### config.mk
export PLATFORM = sky130hd
export DESIGN_NAME = row_stream_buffer
export DESIGN_NICKNAME = d
export VERILOG_FILES = /design/src/rtl/row_stream_buffer_pkg.sv /design/src/rtl/row_stream_buffer_bank_pair.sv /design/src/rtl/row_stream_buffer.sv
export SDC_FILE = /design/constraint.sdc
export NUM_CORES = 1
export LEC_CHECK = 0
export ABC_AREA = 1
export BUFFER_PORTS_ARGS = -buffer_cell sky130_fd_sc_hd__buf_2
export CORE_MARGIN = 3
export CORE_UTILIZATION = 51
export DETAILED_ROUTE_END_ITERATION = 16
export PLACE_DENSITY = 0.78
export SLEW_MARGIN = 10
export SYNTH_ARGS = -nofsm -noshare
export SYNTH_HDL_FRONTEND = slang
export SYNTH_SLANG_ARGS = --single-unit
### constraint.sdc
create_clock -name CLK -period 3.9 [get_ports CLK]
set_input_delay 0.585 -clock CLK [delete_from_list [all_inputs] [get_ports CLK]]
set_output_delay 0.585 -clock CLK [all_outputs]
set_load 0.01 [all_outputs]
### src/rtl/row_stream_buffer_pkg.sv
// Pixel sensor configuration shared by the sensor datapath blocks.
// Also carries the row stream buffer sequencer state encoding.
package PixelSensorConfig;
    localparam int PIXEL_BITS         = 8;
    localparam int PIXEL_ARRAY_WIDTH  = 8;
    localparam int PIXEL_ARRAY_HEIGHT = 8;
    localparam int OUTPUT_BUS_WIDTH   = 2;

    typedef enum logic {
        ST_IDLE   = 1'b0,
        ST_STREAM = 1'b1
    } rsb_state_e;
endpackage

### src/rtl/row_stream_buffer_bank_pair.sv
// Two row banks with full flags; reads one LANES-wide beat from a selected bank.
module row_bank_pair
    import PixelSensorConfig::*;
#(
    parameter int WIDTH = PIXEL_ARRAY_WIDTH,
    parameter int LANES = OUTPUT_BUS_WIDTH,
    parameter int BW    = 2
) (
    input  logic                              i_clk,
    input  logic                              i_rst_n,
    input  logic                              i_wr_en,
    input  logic                              i_wr_sel,
    input  logic [WIDTH-1:0][PIXEL_BITS-1:0]  i_wr_data,
    input  logic                              i_free_en,
    input  logic                              i_free_sel,
    input  logic                              i_rd_sel,
    input  logic [BW-1:0]                     i_rd_beat,
    output logic [1:0]                        o_full,
    output logic [LANES-1:0][PIXEL_BITS-1:0]  o_beat
);
    localparam int PW = (WIDTH > 1) ? $clog2(WIDTH) : 1;

    logic [1:0][WIDTH-1:0][PIXEL_BITS-1:0] r_bank;
    logic [1:0]                            r_full;

    always_ff @(posedge i_clk) begin
        if (i_wr_en) r_bank[i_wr_sel] <= i_wr_data;
    end

    // A write and a free of the same bank in one cycle leaves it full.
    always_ff @(posedge i_clk or negedge i_rst_n) begin
        if (!i_rst_n) begin
            r_full <= 2'b00;
        end else begin
            for (int b = 0; b < 2; b++) begin
                if (i_wr_en && (i_wr_sel == b[0]))
                    r_full[b] <= 1'b1;
                else if (i_free_en && (i_free_sel == b[0]))
                    r_full[b] <= 1'b0;
            end
        end
    end

    always_comb begin
        o_beat = '0;
        for (int l = 0; l < LANES; l++)
            o_beat[l] = r_bank[i_rd_sel][PW'(int'(i_rd_beat) * LANES + l)];
    end

    assign o_full = r_full;
endmodule

### src/rtl/row_stream_buffer.sv
// Ping-pong row buffer: captures whole sensor rows and streams them out
// as LANES-pixel beats under valid/ready, with sticky overflow on dropped rows.
module row_stream_buffer
    import PixelSensorConfig::*;
#(
    parameter int WIDTH = PIXEL_ARRAY_WIDTH,
    parameter int LANES = OUTPUT_BUS_WIDTH,
    parameter int ROWS  = PIXEL_ARRAY_HEIGHT
) (
    input  logic                              CLK,
    input  logic                              RESET,
    input  logic                              ROW_LOAD,
    input  logic [WIDTH-1:0][PIXEL_BITS-1:0]  DATA_IN,
    input  logic                              CLEAR_OVF,
    input  logic                              OUT_READY,
    output logic                              OUT_VALID,
    output logic [LANES-1:0][PIXEL_BITS-1:0]  DATA_OUT,
    output logic                              OUT_FIRST,
    output logic                              OUT_LAST,
    output logic                              OUT_EOF,
    output logic [$clog2(ROWS)-1:0]           ROW_INDEX,
    output logic                              ROW_FREE,
    output logic                              OVERFLOW
);
    localparam int BEATS = WIDTH / LANES;
    localparam int BW    = (BEATS > 1) ? $clog2(BEATS) : 1;
    localparam int RIW   = $clog2(ROWS);

    generate
        if ((WIDTH % LANES) != 0) begin : g_bad_lanes
            $error("row_stream_buffer: WIDTH must be a multiple of LANES");
        end
    endgenerate

    rsb_state_e                      r_state, w_state_nxt;
    logic                            r_rd_bank, w_rd_nxt;
    logic [BW-1:0]                   r_beat;
    logic [RIW-1:0]                  r_row_idx;
    logic                            r_ovf;
    logic [1:0]                      w_full;
    logic [LANES-1:0][PIXEL_BITS-1:0] w_beat_data;
    logic w_valid, w_acc, w_last_beat, w_row_done, w_both_full;
    logic w_load_ok, w_drop, w_wr_sel, w_other;

    assign w_valid     = (r_state == ST_STREAM);
    assign w_acc       = w_valid & OUT_READY;
    assign w_last_beat = (r_beat == BW'(BEATS - 1));
    assign w_row_done  = w_acc & w_last_beat;
    assign w_both_full = &w_full;
    assign w_other     = ~r_rd_bank;
    // Loading while both banks are full is only legal if the streaming bank frees now.
    assign w_load_ok   = ROW_LOAD & (~w_both_full | w_row_done);
    assign w_drop      = ROW_LOAD & ~w_load_ok;

    always_comb begin
        w_wr_sel = 1'b0;
        if (w_both_full)    w_wr_sel = r_rd_bank;
        else if (w_full[0]) w_wr_sel = 1'b1;
    end

    always_ff @(posedge CLK or negedge RESET) begin
        if (!RESET) r_state <= ST_IDLE;
        else        r_state <= w_state_nxt;
    end

    always_comb begin
        w_state_nxt = r_state;
        w_rd_nxt    = r_rd_bank;
        case (r_state)
            ST_IDLE: begin
                if (w_load_ok) begin
                    w_state_nxt = ST_STREAM;
                    w_rd_nxt    = w_wr_sel;
                end
            end
            ST_STREAM: begin
                // Hand over to the other bank with no bubble if it holds, or is receiving, a row.
                if (w_row_done) begin
                    if (w_full[w_other] || (w_load_ok && (w_wr_sel == w_other)))
                        w_rd_nxt = w_other;
                    else
                        w_state_nxt = ST_IDLE;
                end
            end
            default: w_state_nxt = ST_IDLE;
        endcase
    end

    always_ff @(posedge CLK or negedge RESET) begin
        if (!RESET) begin
            r_rd_bank <= 1'b0;
            r_beat    <= '0;
            r_row_idx <= '0;
            r_ovf     <= 1'b0;
        end else begin
            r_rd_bank <= w_rd_nxt;
            if (w_row_done) begin
                r_beat    <= '0;
                r_row_idx <= (r_row_idx == RIW'(ROWS - 1)) ? '0 : r_row_idx + 1'b1;
            end else if (w_acc) begin
                r_beat <= r_beat + 1'b1;
            end
            if (w_drop)         r_ovf <= 1'b1;
            else if (CLEAR_OVF) r_ovf <= 1'b0;
        end
    end

    row_bank_pair #(.WIDTH(WIDTH), .LANES(LANES), .BW(BW)) u_banks (
        .i_clk      (CLK),
        .i_rst_n    (RESET),
        .i_wr_en    (w_load_ok),
        .i_wr_sel   (w_wr_sel),
        .i_wr_data  (DATA_IN),
        .i_free_en  (w_row_done),
        .i_free_sel (r_rd_bank),
        .i_rd_sel   (r_rd_bank),
        .i_rd_beat  (r_beat),
        .o_full     (w_full),
        .o_beat     (w_beat_data)
    );

    assign OUT_VALID = w_valid;
    assign DATA_OUT  = w_valid ? w_beat_data : '0;
    assign OUT_FIRST = w_valid & (r_beat == '0);
    assign OUT_LAST  = w_valid & w_last_beat;
    assign OUT_EOF   = OUT_LAST & (r_row_idx == RIW'(ROWS - 1));
    assign ROW_INDEX = r_row_idx;
    assign ROW_FREE  = ~w_both_full;
    assign OVERFLOW  = r_ovf;
endmodule

# Word level (Yosys, flattened, before mapping)
# Cells that the tools add are included.
[classes]
add_sub_neg = 3
order_cmp = 6
eq_ne = 6
n_mux = 33
bitwise_logic = 13
n_reduce_logical = 14
[op_table]
columns = ["operator", "count"]
rows = [
  ["2-to-1 mux 64 bit", 3],
  ["bitwise mux 128 bit", 1],
  ["demux 64 bit (select 1 bit)", 1],
  ["2-to-1 mux 8 bit", 4],
  ["binary-select mux 8 bit (select 3 bit)", 1],
  ["binary-select mux 8 bit (select 2 bit)", 1],
  ["2-to-1 mux 1 bit", 16],
  ["2-to-1 mux 16 bit", 1],
  ["< comparator 3 x 5 -> 1 bit (second input constant)", 2],
  ["nonzero test 2 bit", 4],
  ["bitwise AND 1 bit", 7],
  ["adder 3 x 1 -> 3 bit (second input constant)", 2],
  ["logical AND 1 bit", 6],
  ["< comparator 1 x 2 -> 1 bit (second input constant)", 3],
  ["!= test 2 x 1 -> 1 bit (second input constant)", 3],
  ["inverter 1 bit", 5],
  ["2-to-1 mux 2 bit", 2],
  ["one-hot mux 1 bit (2 select lines)", 2],
  ["equality test 3 bit (second input constant)", 1],
  ["2-to-1 mux 3 bit", 1],
  ["AND reduction 3 bit", 1],
  ["adder 2 x 1 -> 2 bit (second input constant)", 1],
  ["equality test 2 bit (second input constant)", 1],
  ["zero test 2 bit", 1],
  ["5 further kinds", 5],
]
[word_totals]
ff_bits = 138
input_bits = 69
out_inout_bits = 25
word_cells = 98

# Longest topological paths before layout
# Gate-level depths: netlist of run 1.
[logic_depth]
word_depth = 9
mapped_depth = 10
mapped_depth_nobuf = 8

# Hierarchy
# Synthesis of run 1 repeated with hierarchy kept, for this count alone.
[hier_totals]
hier_cells = 661
hier_area_um2 = 6296.0
[modules_own_cells]
columns = ["module", "instances", "cells_per_inst", "area_per_inst_um2", "seq_area_each_um2"]
rows = [
  ["row_bank_pair", 1, 566, 5695.5, 3893.7],
  ["row_stream_buffer", 1, 95, 600.6, 200.2],
]

# Worst setup path after synthesis of run 1
# OpenSTA, ideal clock, no wires.
[synth_path]
path_kind = "input to register"
from = "input OUT_READY"
to = "register u_banks.r_bank[0] in the netlist's numbering, enable pin"
setup_time_ns = 0.486
arrival_time_ns = 3.655
required_ns = 3.414
slack_ns = -0.241
cell_stages = 4
cell_sequence = "nand3_2 > nand2_1 > nand2_1 > nor2_1"
[synth_between]
elab_chain_len = 4
[synth_rtl]
columns = ["item", "line", "rtl"]
rows = [
  ["start, declared", "row_stream_buffer.sv:15", "input logic OUT_READY,"],
  ["bitwise AND 1 bit", "row_stream_buffer.sv:46", "assign w_acc = w_valid & OUT_READY;"],
  ["bitwise AND 1 bit", "row_stream_buffer.sv:48", "assign w_row_done = w_acc & w_last_beat;"],
  ["bitwise OR 1 bit", "row_stream_buffer.sv:52", "assign w_load_ok = ROW_LOAD & (~w_both_full | w_row_done);"],
  ["bitwise AND 1 bit", "row_stream_buffer.sv:52", ""],
  ["end signal, assigned by index", "row_stream_buffer_bank_pair.sv:27", "if (i_wr_en) r_bank[i_wr_sel] <= i_wr_data;"],
  ["end, declared", "row_stream_buffer_bank_pair.sv:23", "logic [1:0][WIDTH-1:0][PIXEL_BITS-1:0] r_bank;"],
]
# Every way passes these cells.
# A chain may end at the register's enable or synchronous reset.

==> impl_metrics.yaml, run 1 <==
route:
  dr.max_layer_used: "met4"
  num_vias: 3950
  wl_per_cell_um: 17.14
  route.met2.wl_mm: 6.326
  wl_met1_mm: 4.877
  finalWirelength_mm: 12.46
  routed_via_density: 5.433
  drtPass1Iterations: 5
  drc_errors: 0
  drt_iter0_markers: 391
  dr_wl_met3_um: 894
  antenna_left: 0
setup_path:
  cpMostUsedCell: "nor2_1"
  cp-end-kind: "output pin"
  path_depth: 8
  r2r_cells: 7
  reg2reg_slack_ns: 1.02
  required_ns: 3.31
  reg2reg_to: "u_banks.r_bank[47]$_DFFE_PP_"
  crit_slowest_cell: "inv_2"
  startpoint_type: "flip-flop"
  crit_type: "reg2out"
  critPathTopFamily: "buffers and inverters"
  crit_fanout: 35
  max_stage_delay_ns: 0.39
  cp.arrival_ns: 2.43
  r2r_start: "r_beat[0]$_DFFE_PN0P_"
  cp_num_buf_inv: 3
  cp_cell_sequence: "buf_4, inv_2, nor2_1, o21ai_0, nand3_1, nand2_1, nor2_1, buf_2"
die:
  num_rows: 37
  start_util_pct: 53.78
  die_area_sq_um: 12480
  die_x_um: 111.7
  die_y_um: 111.7
  ioPinCount: 94
  coreArea_sq_um: 10600
min_path:
  hold_end: "u_banks.r_bank[120]$_DFFE_PP_"
  hold_path_class: "in2reg"
  hold_path_startpoint: "DATA_IN[56]"
  min_path_cells: 1
sta:
  setup_tns_ns: 0
  fmax_mhz: 332.1
  rsz0062_at_grt: "no"
  worst_pin_slew_ns: 0.7237
  hold_viol: 0
  fin_crit_sh_pct: 77.21
  fin_skew_ns: 0.007838
  setup_ws_ns: 0.8887
  drv_slew: 0
  min_period_ns: 3.011
  finalSetupViolCount: 0
  relSlewSlack_pct: 51.75
placement:
  gp_congestion: 0.8344
  dpl_cell_area_sq_um: 6260
  portBuffers: 93
  post-dp-hpwl_mm: 7.661
  pre_cts_ws_ns: 1.044
logic_synthesis:
  yosysTopAreaCell: "edfxtp_1"
  synthesis.area_sq_um: 5702
  synthCells: 484
  syn_area_per_cell_sq_um: 11.78
  synth_top_cell_area_share_pct: 67.41
  netlist-cell-type-count: 24
  syn-num-nets: 557
  ys_warn_count: 0
  synth-seq-area-share_pct: 71.80
  synth.ff_latch_count: 138
  synth.area.top_cells: "edfxtp_1 67%, nor2_1 6.1%, nand2_1 5.7%"
final_layout:
  final_area_sq_um: 6818
  areaGrowthSynthToFinish_pct: 19.57
  nFillCells: 754
  diodes: 0
  drive_gt1_share_pct: 25.04
  nNetsFinal: 652
  layout_commonest_cell: "edfxtp_1"
  mostFrequentLayoutCells: "128 x edfxtp_1, 93 x buf_2, 91 x nor2_1"
grt:
  grt_pass1_vias: 4065
  grt_overflow: 0
  grt_max_degree: 69
  grt_usage_pct: 21.13
  grt_pass1_wl_mm: 20.36
  antenna_found_initial: 0
power:
  seq_power_share_pct: 38.0
  p_int_w: 0.003610
  clock_power_share_pct: 25.8
  switchingPower_w: 0.002126
  powerDensity_nw_per_um2: 841.3
  total_leakage_power_nw: 2.713
  ir_drop_v: 0.0004993
  combPwrFrac_pct: 36.2
  swShare_pct: 37.07
cts:
  cts_buffer_depth: 2
  htreeDepth: 4
  cts_sinks: 138
  cts_root_buffer: "clkbuf_8"
  numCtsBuffers: 17
  insertion_delay_ns: 0.53
  clk_pin_slew_ns: 0.06
  cts_tree: "done"
flow_run:
  maxCapViolCount: 0
run_status:
  status: "completed"
==> layout make-up <==
| cell class | instances | area (sq um) | share of cell area, % |
|---|---|---|---|
| clock inverters | 13 | 130.1 | 1.909 |
| well taps | 136 | 170.2 | 2.496 |
| multi-input cells | 307 | 1389 | 20.37 |
| clock buffers | 18 | 417.9 | 6.130 |
| repair buffers | 103 | 568.0 | 8.332 |
| flip-flops and latches | 138 | 4095 | 60.07 |
| inverters | 12 | 47.55 | 0.6974 |
==> layer usage <==
metal	global-route usage [%]	up-vias
met3	5.054	36
met1	26.48	1860
met4	10.14	0
met5	0	-
li1	-	1868
met2	34.73	186
==> power groups by stage <==
| stage | logic, W | clock network [W] | registers, W |
|---|---|---|---|
| 6_report | 0.00208 | 0.00148 | 0.00218 |
| 5_1_grt | 0.00233 | 0.00157 | 0.00221 |
| 4_1_cts | 0.00209 | 0.00149 | 0.00218 |
| 3_5_place_dp | 0.00207 | 0 | 0.00220 |
| 3_3_place_gp | 0.00201 | 0 | 0.00219 |
| 2_1_floorplan | 0.00142 | 0 | 0.00222 |
==> cell usage after synthesis (all sizes together) <==
cell	count
dfrtp	10
nand3	21
nand2	87
edfxtp	128
a21oi	18
inv	12
o21a	1
nor2	103
ha	4
clkbuf	6
o21ai	72
buf	21
or2	1
==> worst max-delay path by stage <==
| stage | slack, ns | endpoint | startpoint |
|---|---|---|---|
| finish | 0.89 | DATA_OUT[3] | r_beat[0]$_DFFE_PN0P_ |
| global route | 0.72 | DATA_OUT[11] | r_rd_bank$_DFFE_PN0P_ |
| CTS | 0.89 | DATA_OUT[10] | r_beat[0]$_DFFE_PN0P_ |
| detailed placement | 1.04 | u_banks.r_bank[56]$_DFFE_PP_ | r_beat[0]$_DFFE_PN0P_ |
| global placement | 1.20 | u_banks.r_bank[56]$_DFFE_PP_ | r_beat[0]$_DFFE_PN0P_ |
| floorplan | -0.24 | u_banks.r_bank[0]$_DFFE_PP_ | OUT_READY |
==> flip-flops by register name, summed over array words and instances, names as in the netlist <==
| name | count |
|---|---|
| u_banks.r_bank | 128 |
| ROW_INDEX | 3 |
| r_beat | 2 |
| u_banks.o_full | 2 |
| OUT_VALID | 1 |
| OVERFLOW | 1 |
| r_rd_bank | 1 |
==> cell families (layout without fill, tap and decap cells) <==
| family | count (synthesis) | after routing | synth area share [%] |
|---|---|---|---|
| and+or+nand+nor | 212 | 212 | 15.12 |
| DFF | 138 | 138 | 71.80 |
| AOI/OAI and AO/OA | 91 | 91 | 8.098 |
| buffers and inverters | 39 | 146 | 4.104 |
| adders and majority gates | 4 | 4 | 0.8778 |
==> what timing repair did <==
action                    4_1_cts  5_1_grt
gates resized for setup         0        0
hold endpoints to repair       10        0
setup buffers                   0        0
hold buffers                    1        0
==> metrics by stage <==
stage / power (W) / hold WS, ns / std cells / util, %
global placement: 0.004194 / 0.4563 / 695 / 59.05
floorplan: 0.003646 / 0.2894 / 484 / -
finish: 0.005736 / 0.2452 / 727 / 64.31
CTS: 0.005761 / 0.2293 / 727 / 64.31
global route: 0.006104 / 0.2305 / 727 / 64.31
detailed placement: 0.004270 / 0.4635 / 695 / 59.05
Note: power is estimated with default switching activity, not from simulation.
==> run 2: changes to the inputs <==
--- a/config.mk
+++ b/config.mk
@@ -8,9 +8,9 @@
 export ABC_AREA = 1
 export BUFFER_PORTS_ARGS = -buffer_cell sky130_fd_sc_hd__buf_2
 export CORE_MARGIN = 3
-export CORE_UTILIZATION = 51
+export CORE_UTILIZATION = 55
 export DETAILED_ROUTE_END_ITERATION = 16
-export PLACE_DENSITY = 0.78
+export PLACE_DENSITY = 0.8
 export SLEW_MARGIN = 10
 export SYNTH_ARGS = -nofsm -noshare
 export SYNTH_HDL_FRONTEND = slang
==> constraint.sdc (replaced) <==
create_clock -name CLK -period 3.1 [get_ports CLK]
set_input_delay 0.465 -clock CLK [delete_from_list [all_inputs] [get_ports CLK]]
set_output_delay 0.465 -clock CLK [all_outputs]
set_load 0.01 [all_outputs]
==> impl_metrics.yaml, run 2 (synthesized netlist as in run 1, its figures left out) <==
cts:
  insertion_delay_ns: 0.52
  cts_sinks: 138
  cts_buffer_depth: 2
  clk_pin_slew_ns: 0.06
  cts_tree: "done"
  htreeDepth: 4
  numCtsBuffers: 17
  cts_resized: 0
  cts_root_buffer: "clkbuf_8"
min_path:
  hold_path_class: "in2reg"
  hold_path_startpoint: "DATA_IN[55]"
  min_path_cells: 1
  hold_end: "u_banks.r_bank[119]$_DFFE_PP_"
route:
  wl_per_cell_um: 16.94
  drt_iter0_markers: 358
  routed_via_density: 5.514
  drtPass1Iterations: 5
  finalWirelength_mm: 12.33
  drc_errors: 0
  num_vias: 4014
  antenna_left: 0
setup_path:
  cp.arrival_ns: 2.32
  required_ns: 2.63
  reg2reg_to: "u_banks.r_bank[19]$_DFFE_PP_"
  cp-end-kind: "output pin"
  cp-startpoint: "r_rd_bank$_DFFE_PN0P_"
  crit_type: "reg2out"
  crit_fanout: 68
  startpoint_type: "flip-flop"
  reg2reg_slack_ns: 0.72
  r2r_cells: 7
  r2r_start: "r_beat[1]$_DFFE_PN0P_"
die:
  die_area_sq_um: 11620
  coreArea_sq_um: 9910
  num_rows: 36
  die_y_um: 107.8
  ioPinCount: 94
  start_util_pct: 57.54
  die_x_um: 107.8
final_layout:
  final_area_sq_um: 6800
  top_register: "u_banks.r_bank"
  final_util_pct: 68.62
  layout_commonest_cell: "edfxtp_1"
  drive_gt1_share_pct: 25.88
  areaGrowthSynthToFinish_pct: 19.27
  largest_reg_flops: 128
  nNetsFinal: 655
  nFillCells: 695
  mostFrequentLayoutCells: "128 x edfxtp_1, 93 x buf_2, 91 x nor2_1"
  diodes: 0
sta:
  drv_slew: 0
  min_period_ns: 2.784
  fmax_mhz: 359.2
  hold_ws_ns: 0.1315
  finalSetupViolCount: 0
  relSlewSlack_pct: 53.64
  hold_viol: 0
  setup_ws_ns: 0.3160
  rsz0062_at_grt: "no"
  fin_crit_sh_pct: 89.81
  worst_pin_slew_ns: 0.6954
  fin_skew_ns: 0.006604
power:
  total_leakage_power_nw: 2.738
  powerDensity_nw_per_um2: 1049
  ir_drop_v: 0.0005102
placement:
  gp_congestion: 0.8641
  portBuffers: 93
  post-dp-hpwl_mm: 7.669
  pre_cts_ws_ns: 0.7852
  dpl_cell_area_sq_um: 6266
grt:
  antenna_found_initial: 1
  grt_pass1_vias: 3968
  grt_max_degree: 69
  grt_pass1_wl_mm: 19.29
  grt_overflow: 0
  grt_usage_pct: 22.35
run_status:
  status: "completed"
flow_run:
  maxCapViolCount: 0
run 2: cell count changes in the layout (fill, tap and decap cells not counted), sizes merged:
cell	previous run	this run
clkinvlp	6	2
clkbuf	18	17
clkinv	5	12
bufinv	2	1
buf	102	105
run 2: report_power, final:
group          leakage [nW]  switching (W)  internal [W]
sequential             1.29       0.000156       0.00260
clock                 0.261       0.000720       0.00104
combinational          1.18        0.00179      0.000826
run 2: worst max-delay path by stage:
stage                                              end  cells after the start
after global placement    u_banks.r_bank[49]$_DFFE_PP_                      7
final                                      DATA_OUT[6]                      8
after floorplan            u_banks.r_bank[0]$_DFFE_PP_                      5
after detailed placement  u_banks.r_bank[49]$_DFFE_PP_                      7
after CTS                                  DATA_OUT[6]                      8
after global routing                       DATA_OUT[8]                      8
run 2: final cells by class:
cell class	count	area (sq um)	share of cell area (%)
Clock inverter	15	110.1	1.619
Multi-Input combinational cell	307	1389	20.42
Timing Repair Buffer	106	578.1	8.500
Tap cell	133	166.4	2.447
Sequential cell	138	4095	60.22
Clock buffer	17	414.1	6.090
Inverter	12	47.55	0.6992
run 2: metal layers:
layer	vias up	part of all wire, %	GRT usage, %
li1	1876	-	-
met1	1891	41	28.42
met2	205	49	35.30
met3	40	7.4	6.299
met4	2	3.0	11.18
met5	-	0.16	0
run 2: repair_timing:
| item | 4_1_cts | 5_1_grt |
|---|---|---|
| hold endpoints to repair | 10 | 0 |
| hold buffers | 1 | 0 |
| buffers inserted | 0 | 0 |
run 2: critical path, cell delays in order, from the launching register on:
cell,delay (ns)
dfrtp_2,0.38
buf_4,0.55
nor2_1,0.12
nor2_1,0.17
o21ai_0,0.12
nand3_1,0.10
nand2_1,0.05
nor2_1,0.11
buf_2,0.15
run 2: metrics by stage:
stage | TNS [ns] | instances | total power, W
floorplan | -128.94 | 484 | 0.004587
global placement | 0 | 695 | 0.005275
detailed placement | 0 | 695 | 0.005356
CTS | 0 | 728 | 0.007152
global route | 0 | 728 | 0.007580
finish | 0 | 728 | 0.007131
==> run 3: changes to the inputs <==
--- a/config.mk
+++ b/config.mk
@@ -6,11 +6,12 @@
 export NUM_CORES = 1
 export LEC_CHECK = 0
 export ABC_AREA = 1
-export BUFFER_PORTS_ARGS = -buffer_cell sky130_fd_sc_hd__buf_2
+export CAP_MARGIN = 20
 export CORE_MARGIN = 3
 export CORE_UTILIZATION = 55
 export DETAILED_ROUTE_END_ITERATION = 16
-export PLACE_DENSITY = 0.8
+export DONT_BUFFER_PORTS = 1
+export PLACE_DENSITY = 0.72
 export SLEW_MARGIN = 10
 export SYNTH_ARGS = -nofsm -noshare
 export SYNTH_HDL_FRONTEND = slang
==> impl_metrics.yaml, run 3 (synthesized netlist as in run 1, its figures left out) <==
route:
  antenna_left: 0
  wl_per_cell_um: 18.26
  routed_via_density: 5.586
  num_vias: 3525
  drc_errors: 0
  drtPass1Iterations: 5
  drt_iter0_markers: 356
  finalWirelength_mm: 11.53
flow_run:
  maxCapViolCount: 0
final_layout:
  drive_gt1_share_pct: 10.44
  diodes: 0
  nFillCells: 781
  regArea_sq_um: 4095
  layout_commonest_cell: "edfxtp_1"
  final_area_sq_um: 6326
  nNetsFinal: 558
  areaGrowthSynthToFinish_pct: 10.95
  fin_cells: 631
  largest_reg_flops: 128
  top_register: "u_banks.r_bank"
  mostFrequentLayoutCells: "128 x edfxtp_1, 91 x nor2_1, 86 x nand2_1"
  multi_input_area_sq_um: 1389
sta:
  fmax_mhz: 358.6
  fin_crit_sh_pct: 89.95
  drv_slew: 0
  worst_pin_slew_ns: 0.6923
  hold_ws_ns: 0.04037
  fin_skew_ns: 0.008455
  rsz0062_at_grt: "no"
  setup_tns_ns: 0
  relSlewSlack_pct: 53.85
  finalSetupViolCount: 0
  min_period_ns: 2.788
  hold_viol: 0
setup_path:
  crit_fanout: 34
  required_ns: 2.63
  cp-end-kind: "output pin"
  r2r_start: "r_beat[1]$_DFFE_PN0P_"
  reg2reg_slack_ns: 0.77
  cp.arrival_ns: 2.32
  r2r_cells: 7
  crit_type: "reg2out"
  startpoint_type: "flip-flop"
  reg2reg_to: "u_banks.r_bank[100]$_DFFE_PP_"
power:
  finalPower_w: 0.006852
  clock_power_share_pct: 26.6
  ir_drop_v: 0.0004715
  switchingPower_w: 0.002518
  combPwrFrac_pct: 33.3
  p_int_w: 0.004334
  total_leakage_power_nw: 2.351
  powerDensity_nw_per_um2: 1083
  seq_power_share_pct: 40.1
  swShare_pct: 36.75
min_path:
  min_path_cells: 0
  hold_end: "u_banks.r_bank[78]$_DFFE_PP_"
  hold_path_class: "in2reg"
  hold_path_startpoint: "DATA_IN[14]"
grt:
  grt_overflow: 0
  grt_use_met2_pct: 29.66
  grt.busiest_layer: "met2"
  antenna_found_initial: 1
  grt.met1_usage_pct: 27.26
  grt_usage_pct: 20.72
  grt_pass1_wl_mm: 17.73
  grt_max_degree: 69
  grt_use_met3_pct: 8.038
  grt_pass1_vias: 3407
cts:
  cts_tree: "done"
  cts_setup_buffers: 0
  cts_root_buffer: "clkbuf_8"
  cts_sinks: 138
  cts_resized: 0
  cts_buffer_depth: 2
  insertion_delay_ns: 0.52
  numCtsBuffers: 17
  clk_pin_slew_ns: 0.06
  htreeDepth: 4
placement:
  post-dp-hpwl_mm: 7.079
  gp_congestion: 0.8458
  dpl_cell_area_sq_um: 5783
  place_inst: 598
  portBuffers: 0
die:
  ioPinCount: 94
  coreArea_sq_um: 9910
  die_y_um: 107.8
  die_x_um: 107.8
  die_area_sq_um: 11620
  num_rows: 36
  start_util_pct: 57.54
run_status:
  status: "completed"
run 3: changes by cell type in the layout (fill, tap and decap cells not counted), sizes merged:
cell      change
clkinv        -4
buf          -97
clkbuf        +4
bufinv        +1
clkinvlp      -1
run 3: routing by layer:
metal | vias to the layer above | part of all wire [%]
met5 | - | 0.11
met3 | 37 | 8.9
li1 | 1679 | -
met1 | 1673 | 41
met2 | 134 | 46
met4 | 2 | 3.9
run 3: power groups by stage:
| stage | registers (W) | clock network [W] | logic (W) |
|---|---|---|---|
| finish | 0.00275 | 0.00182 | 0.00228 |
| global route | 0.00279 | 0.00193 | 0.00257 |
| CTS | 0.00275 | 0.00184 | 0.00231 |
| detailed placement | 0.00279 | 0 | 0.00229 |
| global placement | 0.00277 | 0 | 0.00225 |
| floorplan | 0.00280 | 0 | 0.00179 |
run 3: stage by stage:
step                      util [%]  worst slack [ns]
after CTS                    63.84            0.2877
after detailed placement     58.36            0.8218
after floorplan                  -            -1.007
final                        63.84            0.3116
after global placement       58.36            0.8522
after global routing         63.84            0.1299
run 3: worst max-delay path: stages (launching register included):
cell and delay [ns]:
dfrtp_1 0.35, buf_4 0.36, inv_2 0.37, nor2_1 0.17, o21ai_0 0.11, nand3_1 0.13, nand2_1 0.08, nor2_1 0.23
run 3: area by class of cell:
cell class | count | share of cell area [%]
clock buffers | 21 | 6.784
repair buffers | 9 | 1.503
clock inverters | 11 | 1.642
flip-flops and latches | 138 | 64.73
multi-input cells | 307 | 21.95
inverters | 12 | 0.7516
well taps | 133 | 2.631
run 3: worst max path at each step:
stage,startpoint,to,cells after the start,slack [ns]
after global routing,r_rd_bank$_DFFE_PN0P_,DATA_OUT[5],7,0.13
after detailed placement,r_beat[1]$_DFFE_PN0P_,u_banks.r_bank[121]$_DFFE_PP_,7,0.82
after CTS,r_beat[0]$_DFFE_PN0P_,DATA_OUT[3],7,0.29
after floorplan,r_beat[0]$_DFFE_PN0P_,u_banks.r_bank[0]$_DFFE_PP_,5,-1.01
final,r_beat[0]$_DFFE_PN0P_,DATA_OUT[3],7,0.31
after global placement,r_beat[1]$_DFFE_PN0P_,u_banks.r_bank[105]$_DFFE_PP_,7,0.85
run 3: what timing repair did:
| item | CTS | global route |
|---|---|---|
| hold endpoints to repair | 10 | 0 |
| setup endpoints to repair | 0 | 0 |
| hold buffers | 1 | 0 |
